File: config.mk
export PLATFORM = sky130hd
export DESIGN_NAME = serial_tx_feeder
export DESIGN_NICKNAME = d
export VERILOG_FILES = /design/src/rtl/serial_tx_feeder.sv
export SDC_FILE = /design/constraint.sdc
export NUM_CORES = 1
export LEC_CHECK = 0
export CAP_MARGIN = 0
export CORE_MARGIN = 2
export CORE_UTILIZATION = 35
export DETAILED_ROUTE_END_ITERATION = 7
export PLACE_DENSITY = 0.48
export SETUP_SLACK_MARGIN = 0.02
export SLEW_MARGIN = 25
export SYNTH_ARGS = -nofsm -noshare
export SYNTH_HDL_FRONTEND = slang
export SYNTH_SLANG_ARGS = --single-unit
File: constraint.sdc
create_clock -name clk -period 3.2 [get_ports clk]
set_input_delay 0.96 -clock clk [delete_from_list [all_inputs] [get_ports clk]]
set_output_delay 0.96 -clock clk [all_outputs]
set_load 0.02 [all_outputs]
File: src/rtl/serial_tx_feeder.sv
// Byte queue feeding an RS232 transmit core: circular FIFO plus a handshake FSM that
// holds the transaction open across back-to-back bytes and drops a byte on copy timeout.
module serial_tx_feeder #(
  parameter int unsigned FIFO_DEPTH   = 8,
  parameter int unsigned GUARD_CYCLES = 10,
  parameter int unsigned CLOSE_CYCLES = 10,
  parameter int unsigned COPY_TIMEOUT = 50000
) (
  input  logic                          clk,
  input  logic                          rst,
  input  logic [7:0]                    in_data,
  input  logic                          in_valid,
  output logic                          in_ready,
  output logic                          tx_transaction,
  output logic [7:0]                    tx_data,
  output logic                          tx_data_ready,
  input  logic                          tx_data_copied,
  output logic                          tx_timeout,
  output logic [$clog2(FIFO_DEPTH):0]   fifo_level
);

  localparam int unsigned PtrW = $clog2(FIFO_DEPTH);
  localparam int unsigned LvlW = PtrW + 1;

  localparam logic [LvlW-1:0] FullLvl  = LvlW'(FIFO_DEPTH);
  localparam logic [15:0]     GuardCnt = 16'(GUARD_CYCLES);
  localparam logic [15:0]     CloseCnt = 16'(CLOSE_CYCLES);
  localparam logic [15:0]     CopyCnt  = 16'(COPY_TIMEOUT);

  typedef enum logic [2:0] {StIdle, StLoad, StCopied, StGuard, StClose} state_e;

  logic [7:0]      mem [FIFO_DEPTH];
  logic [PtrW-1:0] wr_ptr_q, rd_ptr_q;
  logic [LvlW-1:0] level_q, level_d;
  logic            push, pop;

  state_e      state_q, state_d;
  logic [15:0] cnt_q, cnt_d, cnt_inc;
  logic        txn_q, txn_d;
  logic        rdy_q, rdy_d;
  logic [7:0]  data_q, data_d;
  logic        tmo_q, tmo_d;

  assign in_ready       = (level_q != FullLvl);
  assign push           = in_valid && in_ready;
  assign fifo_level     = level_q;
  assign tx_transaction = txn_q;
  assign tx_data        = data_q;
  assign tx_data_ready  = rdy_q;
  assign tx_timeout     = tmo_q;

  // ---------------------------------------------------------------------------
  // Circular byte queue
  // ---------------------------------------------------------------------------
  always_ff @(posedge clk) begin
    if (push) begin
      mem[wr_ptr_q] <= in_data;
    end
  end

  always_comb begin
    level_d = level_q;
    if (push && !pop) begin
      level_d = level_q + LvlW'(1);
    end else if (!push && pop) begin
      level_d = level_q - LvlW'(1);
    end
  end

  always_ff @(posedge clk or posedge rst) begin
    if (rst) begin
      wr_ptr_q <= '0;
      rd_ptr_q <= '0;
      level_q  <= '0;
    end else begin
      if (push) wr_ptr_q <= wr_ptr_q + PtrW'(1);
      if (pop)  rd_ptr_q <= rd_ptr_q + PtrW'(1);
      level_q <= level_d;
    end
  end

  // ---------------------------------------------------------------------------
  // Handshake FSM
  // ---------------------------------------------------------------------------
  // The counter holds cycles already spent in the state; the limit is tested on the
  // incremented value so a state lasts exactly its configured number of cycles.
  assign cnt_inc = (cnt_q == 16'hFFFF) ? cnt_q : cnt_q + 16'd1;

  always_comb begin
    state_d = state_q;
    cnt_d   = cnt_q;
    txn_d   = txn_q;
    rdy_d   = rdy_q;
    data_d  = data_q;
    tmo_d   = 1'b0;
    pop     = 1'b0;

    unique case (state_q)
      StIdle: begin
        txn_d = 1'b0;
        rdy_d = 1'b0;
        if (level_q != '0) begin
          pop     = 1'b1;
          data_d  = mem[rd_ptr_q];
          txn_d   = 1'b1;
          rdy_d   = 1'b1;
          cnt_d   = '0;
          state_d = StLoad;
        end
      end
      StLoad: begin
        cnt_d = cnt_inc;
        if (tx_data_copied) begin
          state_d = StCopied;
        end else if (cnt_inc == CopyCnt) begin
          tmo_d   = 1'b1;
          rdy_d   = 1'b0;
          cnt_d   = '0;
          state_d = StClose;
        end
      end
      StCopied: begin
        if (!tx_data_copied) begin
          cnt_d   = '0;
          state_d = StGuard;
        end
      end
      StGuard: begin
        cnt_d = cnt_inc;
        if (cnt_inc == GuardCnt) begin
          rdy_d   = 1'b0;
          cnt_d   = '0;
          state_d = StClose;
        end
      end
      StClose: begin
        rdy_d = 1'b0;
        if (level_q != '0) begin
          // Next byte reuses the open transaction.
          pop     = 1'b1;
          data_d  = mem[rd_ptr_q];
          rdy_d   = 1'b1;
          cnt_d   = '0;
          state_d = StLoad;
        end else begin
          cnt_d = cnt_inc;
          if (cnt_inc == CloseCnt) begin
            txn_d   = 1'b0;
            cnt_d   = '0;
            state_d = StIdle;
          end
        end
      end
      default: begin
        state_d = StIdle;
        cnt_d   = '0;
        txn_d   = 1'b0;
        rdy_d   = 1'b0;
      end
    endcase
  end

  always_ff @(posedge clk or posedge rst) begin
    if (rst) begin
      state_q <= StIdle;
      cnt_q   <= '0;
      txn_q   <= 1'b0;
      rdy_q   <= 1'b0;
      data_q  <= 8'h00;
      tmo_q   <= 1'b0;
    end else begin
      state_q <= state_d;
      cnt_q   <= cnt_d;
      txn_q   <= txn_d;
      rdy_q   <= rdy_d;
      data_q  <= data_d;
      tmo_q   <= tmo_d;
    end
  end

endmodule

== After elaboration in Yosys (flattened, before gate mapping) ==
Memories as Yosys holds them, arrays and structs flattened. A register that Yosys moved wholly into a read port is not among the register bits.
Cells that the tools add are included.

* Bits in registers: 32
* RAM bits: 64
* Input port bits: 12
* Output and inout port bits: 16
* Memories kept: 1

* $add $sub $neg: 5
* Equality and inequality tests: 17
* Mux-type cells: 31
* Bitwise operators: 2
* Reductions and logical operators: 15

{| class="wikitable"
|+ Memory list
! memory !! words !! width !! read ports !! clocked after Yosys merged registers in !! wr ports !! RTL line !! RTL
|-
| mem || 8 || 8 || 1 || 1 || 1 || 32 || <nowiki>logic [7:0] mem [FIFO_DEPTH];</nowiki>
|}

{| class="wikitable"
|+ Operator list
! kind !! number
|-
| $mux 16 || 7
|-
| $pmux 16 s5 || 1
|-
| $eq 16x16->1 const B || 2
|-
| $mux 3 || 7
|-
| $add 16x1->16 const B || 1
|-
| $eq 16x4->1 const B || 1
|-
| $pmux 3 s5 || 1
|-
| $ne 2x2->1 const B || 7
|-
| $mux 1 || 11
|-
| $mux 4 || 2
|-
| $add 3x1->3 const B || 2
|-
| $eq 3x2->1 const B || 2
|-
| $ne 3x3->1 const B || 2
|-
| $reduce_and 5->1 || 1
|-
| $add 4x1->4 const B || 1
|-
| $ne 4x4->1 const B || 1
|-
| $pmux 1 s4 || 1
|-
| $reduce_and 2->1 || 2
|-
| $reduce_and 4->1 || 1
|-
| $reduce_bool 4->1 || 1
|-
| $sub 4x1->4 const B || 1
|-
| $eq 3x1->1 const B || 1
|-
| $eq 3x3->1 const B || 1
|-
| $logic_and 1x1->1 || 3
|-
| 8 further kinds || 10
|}

== Depth between registers and ports, before layout ==
* Word-level depth: 6
* Mapped depth: 12
* Mapped depth without buffers: 12

== Worst setup path after synthesis ==
No wires, ideal clock.

* Path kind: reg2reg
* Start point: register cnt_q[0]
* End point: register cnt_q[13]
* Data arrival time: 2.608 ns
* Data required time: 3.071 ns
* Setup slack: 0.463 ns
* Stages on the path, launching flop included: 10
* Path buffers: 1
* Path through: dfrtp_1 > ha_1 > nand4_1 > nor4_1 > nor2_1 > nor4_1 > a41oi_4 > nor3_2 > buf_4 > o22ai_1

* Cells in the longest elaborated chain, start to end: 6
* Elaborated cells between the ends (all ways): 10

{| class="wikitable"
|+ Ends and longest elaborated chain
! what !! RTL line !! RTL
|-
| start: declaration || 38 || <nowiki>logic [15:0] cnt_q, cnt_d, cnt_inc;</nowiki>
|-
| start signal: assignment || 173 || <nowiki>cnt_q <= cnt_d;</nowiki>
|-
| $add 16x1->16 or $eq 16x16->1 (tied branches) || 87 || <nowiki>assign cnt_inc = (cnt_q == 16'hFFFF) ? cnt_q : cnt_q + 16'd1;</nowiki>
|-
| $mux 16 (*) || 87 ||
|-
| $eq 16x4->1 or $eq 16x16->1 (tied branches) || 130, 147, 115 ||
|-
| $mux 16 (on tied branches) || 130, 147, 115 ||
|-
| $mux 16 (on tied branches) || 138, 113 ||
|-
| $pmux 16 s5 (*) || 98 || <nowiki>unique case (state_q)</nowiki>
|}

Every way passes the cells marked *; elsewhere a longest branch is shown, timed or not.
A chain may end at the register's enable or synchronous reset.

== Worst setup path after layout ==
* Start point: register cnt_q[1]
* End point: register cnt_q[1]

Same word-level chain as after synthesis.

==> out/metrics.cfg <==
[outcome]
outcome = finished, final reports clean

[clock_tree]
clock_path_buffers = 2
cts.clk_slew.worst_paths_ps = 80
cts_max_level = 3
root_buffer = clkbuf_16
numCtsBuffers = 9
clk-insertion-delay-late_ps = 350
cts_tree = yes
clock_sink_count = 104

[timing]
fmax_ghz = 0.3360
report.final.slew_viol_count = 0
final_hold_viol_count = 0
fin_crit_ps = 2976
tightest_slew_ps = 805.6
fin_crit_sh_pct = 92.99
rsz0062_at_grt = no
timing.hold.ws_ps = 478.1
setup-tns-final_ps = 0
max-slew-margin-rel_pct = 46.29
fin_worst_skew_ps = 10.56
finalSetupViolations = 0

[synthesis]
yosysTopAreaCellShare_pct = 39.31
ys_seq_area_share_pct = 59.79
synth_fp_nets = 403
yosysWarnings = 0
synth-edff-count = 64
yosys.area.top_type = edfxtp_1
synthCells = 383
avgSynthCellArea_um2 = 12.76
synth-main-ff-cell = edfxtp_1
synth_area_leaders = edfxtp_1 39%, dfrtp_1 20%, mux4_2 7.4%
syn_area_mm2 = 0.004888
ys_types = 56
ys_seq_elements = 104
synthArstFlopShare_pct = 38.46

[cells_and_area]
final_nets = 451
drive_above_1_share_pct = 18.58
n_antenna_cell = 0
syn2layout_area_growth_pct = 19.25

[pwr]
netSwitchingPower_mw = 1.558
sw_frac_of_total_pct = 33.71
vdd_ir_drop_max_mv = 0.4121
cellInternalPower_mw = 3.064
power_frac_comb_pct = 32.1
total_power_mw = 4.621
p_leak_nw = 2.041
clockPowerShare_pct = 24.3
seqPwrFrac_pct = 43.6
powerDensity_mw_per_mm2 = 792.7

[flow_run]
cap_violations = 0

[worst_setup_path]
critPathMaxFanout = 8
crit_path_start = cnt_q[1]
worstReg2RegStart = cnt_q[1]
cp-start-kind = flop
crit_family = simple AND/OR/NAND/NOR gates
worst_path_largest_cell_delay_ps = 640
worstSetupEndpointType = flop
critical_path_buf_inv_count = 1
required_ps = 3430
crit_chain = nand4_1 > or4_1 > xnor2_1 > or3b_4 > nor2_4 > a41oi_4 > buf_4 > o21ai_1 > o22ai_1
worst-setup-path-type = flop to flop
arrival_ps = 3210
cp_slowest_cell = or4_1

[floorplanning]
die_area_mm2 = 0.01493
die_w_um = 122.2
core-area_mm2 = 0.01377
die_h_um = 122.2
io_pins = 28
start_util_pct = 35.49
std_cell_rows = 43

[drt]
drt_wl_total_um = 10710
via_per_inst = 5.312
vias = 3272
drc = 0
drtPass1Iterations = 5
routedWlPerCell_um = 17.39
ant_nets = 0
drtIter0Drc = 177

[min_path]
hold_class = flop to flop
hold_start = tx_data[2]

[global_routing]
grt_antenna_before_repair = 0
grt_pass1_wl_um = 17840
grt_use_total_pct = 15.98
overflow = 0
grt_pass1_vias = 3392
grt_start_max_net_pins = 41

[place]
gp_congestion = 0.8670
hpwl_um = 7248
portBuffers = 27

-- cells in the mapped netlist (9+ instances only) --
cell type / instances
o21ai_0: 31
mux4_2: 16
xnor2_1: 9
nand2_1: 39
nand4_1: 10
inv_1: 17
nor3_1: 12
nor2_1: 19
dfrtp_1: 40
mux2i_1: 12
clkbuf_1: 10
edfxtp_1: 64
-- cells by family (layout without fill, tap and decap cells) --
group	Yosys count	count (layout)	share of synthesized area [%]
flops	104	104	59.79
xor+xnor	10	10	1.792
fa+ha+maj	8	8	2.201
compound gates	75	75	10.01
simple gates	120	120	12.75
mux	30	30	10.29
buf+inv	36	89	3.174
-- cell type report --
cell class	count	area [um2]
Clock inverter	7	77.57
Sequential cell	104	2927
Fill cell	1327	7944
Clock buffer	9	225.2
Multi-Input combinational cell	243	1823
Tap cell	180	225.2
Timing Repair Buffer	56	488.0
Inverter	17	63.81
-- worst min-delay path: stages, from the launching register on --
cell and delay, ps:
dfrtp_1 340, nand2_1 40, o21ai_0 60
-- power groups by stage --
stage	registers, mW	clock network [mW]	logic (mW)
6_report	2.01	1.12	1.48
2_1_floorplan	1.96	0	1.03
3_5_place_dp	2.04	0	1.51
3_3_place_gp	2.04	0	1.50
5_1_grt	2.07	1.20	1.66
4_1_cts	2.02	1.16	1.51
-- final timing paths --
| kind | end | slack (ps) | cells past startpoint |
|---|---|---|---|
| min reg2reg | tx_data[2] | 480 | 2 |
| max in group asynchronous | cnt_q[2] | 1730 | 3 |
| max | cnt_q[1] | 220 | 9 |
| min | tx_data[2] | 480 | 2 |
| min in group asynchronous | wr_ptr_q[2] | 1060 | 3 |
| max reg2reg | cnt_q[1] | 220 | 9 |
-- cells in the final DEF (no fill, tap or decap), drive strengths merged, types with 2 or more instances in the layout --
master	instances
o31ai	3
clkinv	2
inv	20
o211ai	4
mux4	16
clkbuf	9
and3	2
or2	2
buf	29
or3	3
dfrtp	40
nor3b	2
a21oi	8
clkdlybuf4s50	27
a211oi	8
nand2b	3
mux2	2
nor2	21
a21o	2
nand4	10
mux2i	12
nor3	14
nand2	39
xnor2	9
a31oi	2
edfxtp	64
o21ai	35
ha	7
a31o	2
nor4b	2
nor4	8
o22ai	4
or4	3
nand3	8
-- timing repair --
item,in CTS,in global routing
resized for setup,0,3
buffers inserted,0,3
endpoints found under the setup margin,0,10
hold buffers,0,0
-- per-stage QoR --
| step | util, % | cells | setup slack (ps) | area, um2 |
|---|---|---|---|---|
| after floorplan | - | 383 | 462.7 | 4888 |
| after global placement | 39.93 | 597 | 177.9 | 5500 |
| after detailed placement | 39.93 | 597 | 194.1 | 5500 |
| after CTS | 42.13 | 613 | 170.1 | 5803 |
| after global routing | 42.32 | 616 | 21.34 | 5829 |
| final | 42.32 | 616 | 224.2 | 5829 |
-- per-layer routing --
| metal | vias up | GRT usage [%] | wire length (um) |
|---|---|---|---|
| met4 | 0 | 6.394 | 227 |
| met1 | 1610 | 22.21 | 4878 |
| met2 | 87 | 25.21 | 5096 |
| met5 | - | 0 | 0 |
| met3 | 17 | 2.434 | 512 |
| li1 | 1558 | - | - |
-- flip-flops by register name (all words and copies together), names as in the netlist --
register / flops
tx_timeout: 1
state_q: 3
rd_ptr_q: 3
mem: 64
cnt_q: 16
tx_data_ready: 1
fifo_level: 4
tx_data: 8
tx_transaction: 1
wr_ptr_q: 3
Note: power is estimated with default switching activity, not from simulation.
